==> src/rtl/bit_serializer_pkg.sv <==
// Shared constants and helpers for the bit serializer.
package bit_serializer_pkg;

  // FSM encodings
  localparam logic [0:0] ST_IDLE  = 1'b0;
  localparam logic [0:0] ST_SHIFT = 1'b1;

  // Level driven on sout when no word is being shifted
  localparam logic IDLE_LEVEL = 1'b0;

  // Widest word the serializer supports
  localparam int unsigned MAX_WIDTH = 32;

  // Bit that goes onto the line first, for a word of the given width.
  function automatic logic next_bit(
    input logic [MAX_WIDTH-1:0] word,
    input logic                 msb_first,
    input int unsigned          width
  );
    logic [4:0] pos;
    logic       b;
    pos = 5'(width - 1);
    if (msb_first) b = word[pos];
    else           b = word[0];
    return b;
  endfunction

endpackage

==> src/rtl/bit_serializer_hold.sv <==
// One-entry holding register that buffers the next word while the shifter is busy.
module bit_serializer_hold #(
  parameter int unsigned WIDTH = 8
) (
  input  logic             clk,
  input  logic             rst,
  input  logic             load,
  input  logic             take,
  input  logic [WIDTH-1:0] din,
  output logic [WIDTH-1:0] data,
  output logic             full
);

  // Capture on load, release on take; the two strobes are mutually exclusive
  // because a word is only offered while the entry is empty.
  always_ff @(posedge clk) begin
    if (rst) begin
      data <= '0;
      full <= 1'b0;
    end else if (take) begin
      full <= 1'b0;
    end else if (load) begin
      data <= din;
      full <= 1'b1;
    end
  end

endmodule

==> src/rtl/bit_serializer.sv <==
// Parallel-to-serial converter with a one-word holding buffer for gapless streaming.
//
//  state    | meaning
//  ST_IDLE  | shifter empty, sout at idle level
//  ST_SHIFT | a word is on the line, count = bits left after the current one
module bit_serializer
  import bit_serializer_pkg::*;
#(
  parameter int unsigned WIDTH     = 8,
  parameter logic        MSB_FIRST = 1'b1,
  parameter logic        IDLE_BIT  = IDLE_LEVEL
) (
  input  logic             clk,
  input  logic             rst,
  input  logic [WIDTH-1:0] din,
  input  logic             din_valid,
  output logic             din_ready,
  output logic             sout,
  output logic             sout_valid,
  output logic             word_done,
  output logic             busy
);

  localparam int unsigned   CW       = (WIDTH > 1) ? $clog2(WIDTH) : 1;
  localparam logic [CW-1:0] LAST_IDX = CW'(WIDTH - 1);

  logic [0:0]       state_q, state_d;
  logic [WIDTH-1:0] shreg_q, shreg_d;
  logic [WIDTH-1:0] shifted;
  logic [WIDTH-1:0] load_word;
  logic [CW-1:0]    count_q, count_d;
  logic             sout_q, sout_d;
  logic             hold_full;
  logic [WIDTH-1:0] hold_data;
  logic             accept;
  logic             at_last;
  logic             hold_load;
  logic             hold_take;
  logic             load_en;

  assign din_ready = !hold_full && !rst;
  assign accept    = din_valid && din_ready;
  assign at_last   = (state_q == ST_SHIFT) && (count_q == '0);
  assign hold_load = accept && (state_q == ST_SHIFT) && (count_q != '0);
  assign hold_take = at_last && hold_full;

  // The hold is always empty in IDLE, so a held word takes priority only at a word boundary.
  assign load_word = hold_full ? hold_data : din;
  assign load_en   = ((state_q == ST_IDLE) && accept) || (at_last && (hold_full || accept));
  assign shifted   = MSB_FIRST ? (shreg_q << 1) : (shreg_q >> 1);

  bit_serializer_hold #(
    .WIDTH (WIDTH)
  ) u_hold (
    .clk  (clk),
    .rst  (rst),
    .load (hold_load),
    .take (hold_take),
    .din  (din),
    .data (hold_data),
    .full (hold_full)
  );

  // Next-state: load a fresh word, shift the current one, or fall back to idle.
  always_comb begin
    state_d = state_q;
    shreg_d = shreg_q;
    count_d = count_q;
    sout_d  = sout_q;
    if (load_en) begin
      state_d = ST_SHIFT;
      shreg_d = load_word;
      count_d = LAST_IDX;
      sout_d  = next_bit(MAX_WIDTH'(load_word), MSB_FIRST, WIDTH);
    end else if ((state_q == ST_SHIFT) && (count_q != '0)) begin
      shreg_d = shifted;
      count_d = count_q - CW'(1);
      sout_d  = next_bit(MAX_WIDTH'(shifted), MSB_FIRST, WIDTH);
    end else if (at_last) begin
      state_d = ST_IDLE;
      count_d = '0;
      sout_d  = IDLE_BIT;
    end
  end

  // State registers; reset drops any word in flight.
  always_ff @(posedge clk) begin
    if (rst) begin
      state_q <= ST_IDLE;
      shreg_q <= '0;
      count_q <= '0;
      sout_q  <= IDLE_BIT;
    end else begin
      state_q <= state_d;
      shreg_q <= shreg_d;
      count_q <= count_d;
      sout_q  <= sout_d;
    end
  end

  assign sout       = sout_q;
  assign sout_valid = (state_q == ST_SHIFT);
  assign word_done  = at_last;
  assign busy       = (state_q == ST_SHIFT) || hold_full;

endmodule
==> config.mk <==
export PLATFORM = sky130hd
export DESIGN_NAME = bit_serializer
export DESIGN_NICKNAME = d
export VERILOG_FILES = /design/src/rtl/bit_serializer_pkg.sv /design/src/rtl/bit_serializer_hold.sv /design/src/rtl/bit_serializer.sv
export SDC_FILE = /design/constraint.sdc
export NUM_CORES = 1
export LEC_CHECK = 0
export ABC_AREA = 1
export CORE_ASPECT_RATIO = 1.1
export CORE_MARGIN = 4
export CORE_UTILIZATION = 45
export DETAILED_ROUTE_END_ITERATION = 6
export HOLD_SLACK_MARGIN = 0.02
export PLACE_DENSITY = 0.8
export SYNTH_ARGS = -nofsm -noshare
export SYNTH_HDL_FRONTEND = slang
export SYNTH_SLANG_ARGS = --single-unit
==> constraint.sdc <==
create_clock -name clk -period 1.22 [get_ports clk]
set_input_delay 0.244 -clock clk [delete_from_list [all_inputs] [get_ports clk]]
set_output_delay 0.244 -clock clk [all_outputs]
set_load 0.01 [all_outputs]
Word-level counts from Yosys, hierarchy flattened
Index checks and enable logic that the tools add are counted.
- register bits after elaboration: 21
- output and inout port bits: 5
- add/sub/neg operators: 1
- reductions and logical operators: 22
- multiplexer cells: 11
- bitwise operators: 2
- eq/ne operators: 1
- operator list (cell ; number):
    7-bit two-way mux ; 2
    1-bit logical AND ; 9
    3-bit two-way mux ; 3
    8-bit two-way mux ; 1
    3-bit nonzero test ; 2
    1-bit two-way mux ; 5
    2-bit AND reduction ; 2
    2-bit nonzero test ; 2
    3-bit logical NOT ; 1
    1-bit logical OR ; 3
    3-bit by 1-bit subtractor with 3-bit output, second input constant ; 1
    1-bit logical NOT ; 2
    2-bit != test, second input constant ; 1
    1-bit NOT ; 2
    2-bit OR reduction ; 1

Depth between registers and ports, before layout
- word-level depth: 8
- mapped depth: 10
- mapped depth without buffers: 9

By module
From an unflattened synthesis, not the netlist that was laid out.
- cell total of the unflattened synthesis: 175
- area total of the unflattened synthesis: 1192.4 um^2
- by module, submodules not included (module ; cells an instance ; instances ; area an instance (um^2)):
    bit_serializer ; 119 ; 1 ; 809.5
    bit_serializer_hold ; 56 ; 1 ; 382.9

Worst setup path after synthesis
No wires, ideal clock.
- path type: reg2reg
- from: register count_q[0]
- to: register shreg_q[1]
- setup time: 0.109 ns
- arrival time: 1.253 ns
- slack: -0.142 ns
- clock period less this slack: 1.362 ns
- stages on the path, launching flop included: 11
- path through: dfxtp_1 -> inv_1 -> ha_1 -> nand2_4 -> nand2_4 -> buf_6 -> buf_8 -> nand4_1 -> nand3_1 -> nand2_1 -> inv_1
- longest elaborated chain between the ends: 5
- elaborated cells between the ends (all ways): 8
- RTL lines (element ; RTL line ; text):
    start: declaration ; bit_serializer.sv:31 ; logic [CW-1:0] count_q, count_d;
    start signal: assignment ; bit_serializer.sv:96 ; count_q <= count_d;
    3-bit logical NOT ; bit_serializer.sv:43 ; assign at_last = (state_q == ST_SHIFT) && (count_q == '0);
    1-bit logical AND ; bit_serializer.sv:43 ;
    1-bit logical AND ; bit_serializer.sv:49 ; assign load_en = ((state_q == ST_IDLE) && accept) || (at_last && (hold_full || accept));
    1-bit logical OR ; bit_serializer.sv:49 ;
    7-bit two-way mux / 2-bit nonzero test (equally long branches) ; -- ;
    end signal: assignment ; bit_serializer.sv:95 ; shreg_q <= shreg_d;
    end: declaration ; bit_serializer.sv:28 ; logic [WIDTH-1:0] shreg_q, shreg_d;
Parallel ways exist; a longest one is shown, timed or not.
A chain may end at the register's enable or synchronous reset.

Worst setup path after layout
- from: register count_q[0]
- to: register u_hold.data[2]
- longest elaborated chain between the ends: 5
- elaborated cells between the ends (all ways): 7
- RTL lines (element ; RTL line ; text):
    3-bit logical NOT ; bit_serializer.sv:43 ;
    1-bit logical AND ; bit_serializer.sv:43 ;
    1-bit logical AND ; bit_serializer.sv:45 ; assign hold_take = at_last && hold_full;
    1-bit NOT (no line) ; -- ;
    2-bit AND reduction (no line) (*) ; -- ;
    end signal: assignment ; bit_serializer_hold.sv:23 ; data <= din;
    end: declaration ; bit_serializer_hold.sv:10 ; output logic [WIDTH-1:0] data,
Every way passes the cells marked *; elsewhere a longest branch is shown, timed or not.

==> qor.csv <==
stage,metric,value,unit
timing,final period utilization,116,%
synthesis,Main synth FF type,dfxtp_1,
worst_hold_path,Hold Path Class,in -> reg,
status,status,finished with violations,
final_layout,layout cells sized above 1,45.4,%
global_routing,initial antenna violation count,0,
detailed_routing,DR vias/cell,5.27,
global_routing,total global-route track usage,20.5,%
worst_setup_path,Top delay family on crit path,simple AND/OR/NAND/NOR gates,
synthesis,Mapped Nets,169,
floorplan,DIE WIDTH,56.2,um
worst_setup_path,crit path kind,reg -> reg,
floorplan,Die H,61.0,um
power_and_ir_drop,Sw Pwr,0.479,mW
placed_design,# port buffers,15,
global_routing,global-route wire length before repair,5.45,mm
worst_setup_path,critical path's slowest cell,dfxtp_2,
power_and_ir_drop,Int Pwr,1.07,mW
synthesis,"Seq/Total Area, Yosys",36.6,%
worst_setup_path,Worst Setup End Kind,register,
power_and_ir_drop,power per cell area,899,nW/um^2
placed_design,GP Congestion,0.808,
worst_setup_path,CP startpoint kind,register,
detailed_routing,Antenna Nets Post-Route,0,
power_and_ir_drop,Max VDD drop,0.755,mV
cts,clock buffer depth,2,
floorplan,# IOs,16,
timing,Worst Tran Pin Value,342,ps
synthesis,Mapped Area,1150,sq um
power_and_ir_drop,total power,1.54,mW
detailed_routing,DRC violations left,0,
synthesis,Ys Warns,0,
global_routing,vias in the first global route,1249,
synthesis,Synth Area per Inst,7.36,sq um
detailed_routing,mean routed wirelength per cell,14.4,um
synthesis,Yosys reg bits,21,
status,failing checks,negative setup slack,
global_routing,pin count of the biggest net entering global routing,13,
worst_setup_path,Worst EP required,1430,ps
floorplan,Initial Util,49.0,%
cts,clk_lat worst skew,310,ps
timing,endpoints failing setup,22,
global_routing,GRT Residual Overflow,0,
placed_design,Placement Setup Slack,-378,ps
final_layout,area of the multi-input gates,732,sq um
worst_setup_path,crit path DAT,1630,ps
worst_setup_path,CP bufs+invs,4,
worst_setup_path,crit-path cells,inv_2 > ha_4 > nand2_4 > buf_6 > nand2_8 > nor2_4 > buf_6 > inv_6 > nor2_4 > nor2_1,
floorplan,core area,2340,sq um
timing,Max Slew Vio Count,0,
synthesis,Cells after Synth,156,
synthesis,Yosys top cell area share,36.6,%
synthesis,top-count cell post-synth,nand2_1,
synthesis,Post-synth EDFFs,0,
timing,Relative slew margins,76.9,%
floorplan,num rows,18,
power_and_ir_drop,switching portion of total power,31.0,%
power_and_ir_drop,register share of total power,48.2,%
timing,RSZ-0062 raised after global routing,yes,
job,Max Cap Viol,0,
cts,H-tree depth,1,
cts,# hold bufs at CTS,0,
detailed_routing,DRT Pass-1 Iters,4,
cts,number of CTS-inserted buffers,3,
final_layout,Fill cells,152,
cts,root cell of the clock tree,clkbuf_4,
power_and_ir_drop,combinational power share,29.4,%
detailed_routing,Vias,1192,
cts,clock slew at reported path FFs,130,ps
cts,CTS tree,done,
worst_setup_path,delay of the slowest critical-path stage,360,ps
worst_setup_path,CP max FO,7,
synthesis,most frequent cells after synthesis,"nand2_1, dfxtp_1, nand3_1",
worst_setup_path,"reg-to-reg slack, setup",-190,ps
timing,Clock Skews,9.41,ps
timing,final worst slack,-193,ps
synthesis,Synth cell types,23,
synthesis,async set-reset flop share out of synthesis,0,%
final_layout,Final Util,73.4,%
final_layout,Ant. Diodes,0,
synthesis,synth top area cells,"dfxtp_1, nand2_1, nand3_1",
power_and_ir_drop,clock group share of total power,22.4,%
cts,CTS Sinks,21,
final_layout,register area,429,sq um
final_layout,net count of the finished layout,210,
timing,FMAX,708,MHz
final_layout,area grow syn2layout,49.7,%
placed_design,DP HPWL,2.05,mm
detailed_routing,Total Wirelength,3.26,mm
timing,Final min period,1410,ps
timing,Final Hold Violating Endpoints,0,
synthesis,Synth area leader,dfxtp_1,
power_and_ir_drop,Leak,0.844,nW
detailed_routing,DRT iter0 DRCs,51,
floorplan,die area,3430,sq um
cells by family after synthesis:
logic type	synth area share (%)
and+or+nand+nor	37.3
DFF	36.6
adders and majority gates	2.18
buffers and inverters	13.0
xor gates and xnor gates	0.763
AOI/OAI and AO/OA	10.2
final timing paths:
kind / from / cells after the start / end
max: count_q[0]$_SDFFE_PP0P_ / 10 / u_hold.data[2]$_SDFFE_PP0P_
min: rst / 3 / sout$_SDFFE_PP0P_
max reg2reg: count_q[0]$_SDFFE_PP0P_ / 10 / u_hold.data[2]$_SDFFE_PP0P_
min reg2reg: u_hold.data[3]$_SDFFE_PP0P_ / 2 / u_hold.data[3]$_SDFFE_PP0P_
layout make-up:
| type | count | share of cell area, % |
|---|---|---|
| multi-input cells | 108 | 42.6 |
| flip-flops and latches | 21 | 25.0 |
| clock buffers | 3 | 1.31 |
| well taps | 30 | 2.18 |
| clock inverters | 1 | 0.291 |
| repair buffers | 42 | 23.4 |
| inverters | 21 | 5.31 |
flip-flops by register name, summed over array words and instances (netlist names):
signal	cells
shreg_q	7
sout_valid	1
u_hold.data	8
count_q	3
sout	1
u_hold.full	1
power by group through the flow:
stage | Clock (mW) | Sequential, mW | Combinational (mW)
final | 0.346 | 0.745 | 0.454
after global routing | 0.387 | 0.749 | 0.495
after CTS | 0.350 | 0.741 | 0.449
after detailed placement | 0 | 0.756 | 0.375
after global placement | 0 | 0.754 | 0.359
after floorplan | 0 | 0.760 | 0.206
per-stage QoR:
step	hold slack, ps	instances	TNS (ps)	instance area [sq um]
3_3_place_gp	466	215	-6430	1480
4_1_cts	408	228	-3000	1740
2_1_floorplan	313	156	-101	1170
3_5_place_dp	474	215	-7250	1480
5_1_grt	385	226	-4900	1720
6_report	400	226	-2860	1720
tightest hold or removal path, stage by stage:
cell and delay, ps:
dlygate4sd2_1 260, buf_4 160, a21oi_2 30
cell usage in the layout, fill, tap and decap left out, types with 2 or more instances in the layout:
master	instances
nand2_1	35
o21ai_1	2
buf_2	4
o21ai_0	3
nand4_1	6
nand2_4	5
o211ai_2	2
clkdlybuf4s50_1	9
nand2_2	3
clkbuf_4	3
nand3_1	11
inv_2	6
inv_1	13
dfxtp_2	4
nand2_8	2
buf_4	13
buf_12	2
a21oi_2	5
dfxtp_1	16
buf_6	12
nor2_2	3
nor2_4	4
o21ai_2	7
nor2_1	8
nand3_2	8
routing by layer:
layer	share of wire (%)	vias to the layer above	GRT usage [%]
li1	-	586	-
met1	36	552	20.4
met2	56	45	41.7
met3	5.4	9	3.62
met4	2.1	0	9.83
met5	0	-	0
repair_timing:
item,CTS,global route
setup endpoints to repair,26,24
buffers inserted,7,4
pin swaps,16,18
cloned,2,0
resized for setup,54,21
Power figures use the tool's default switching activity.
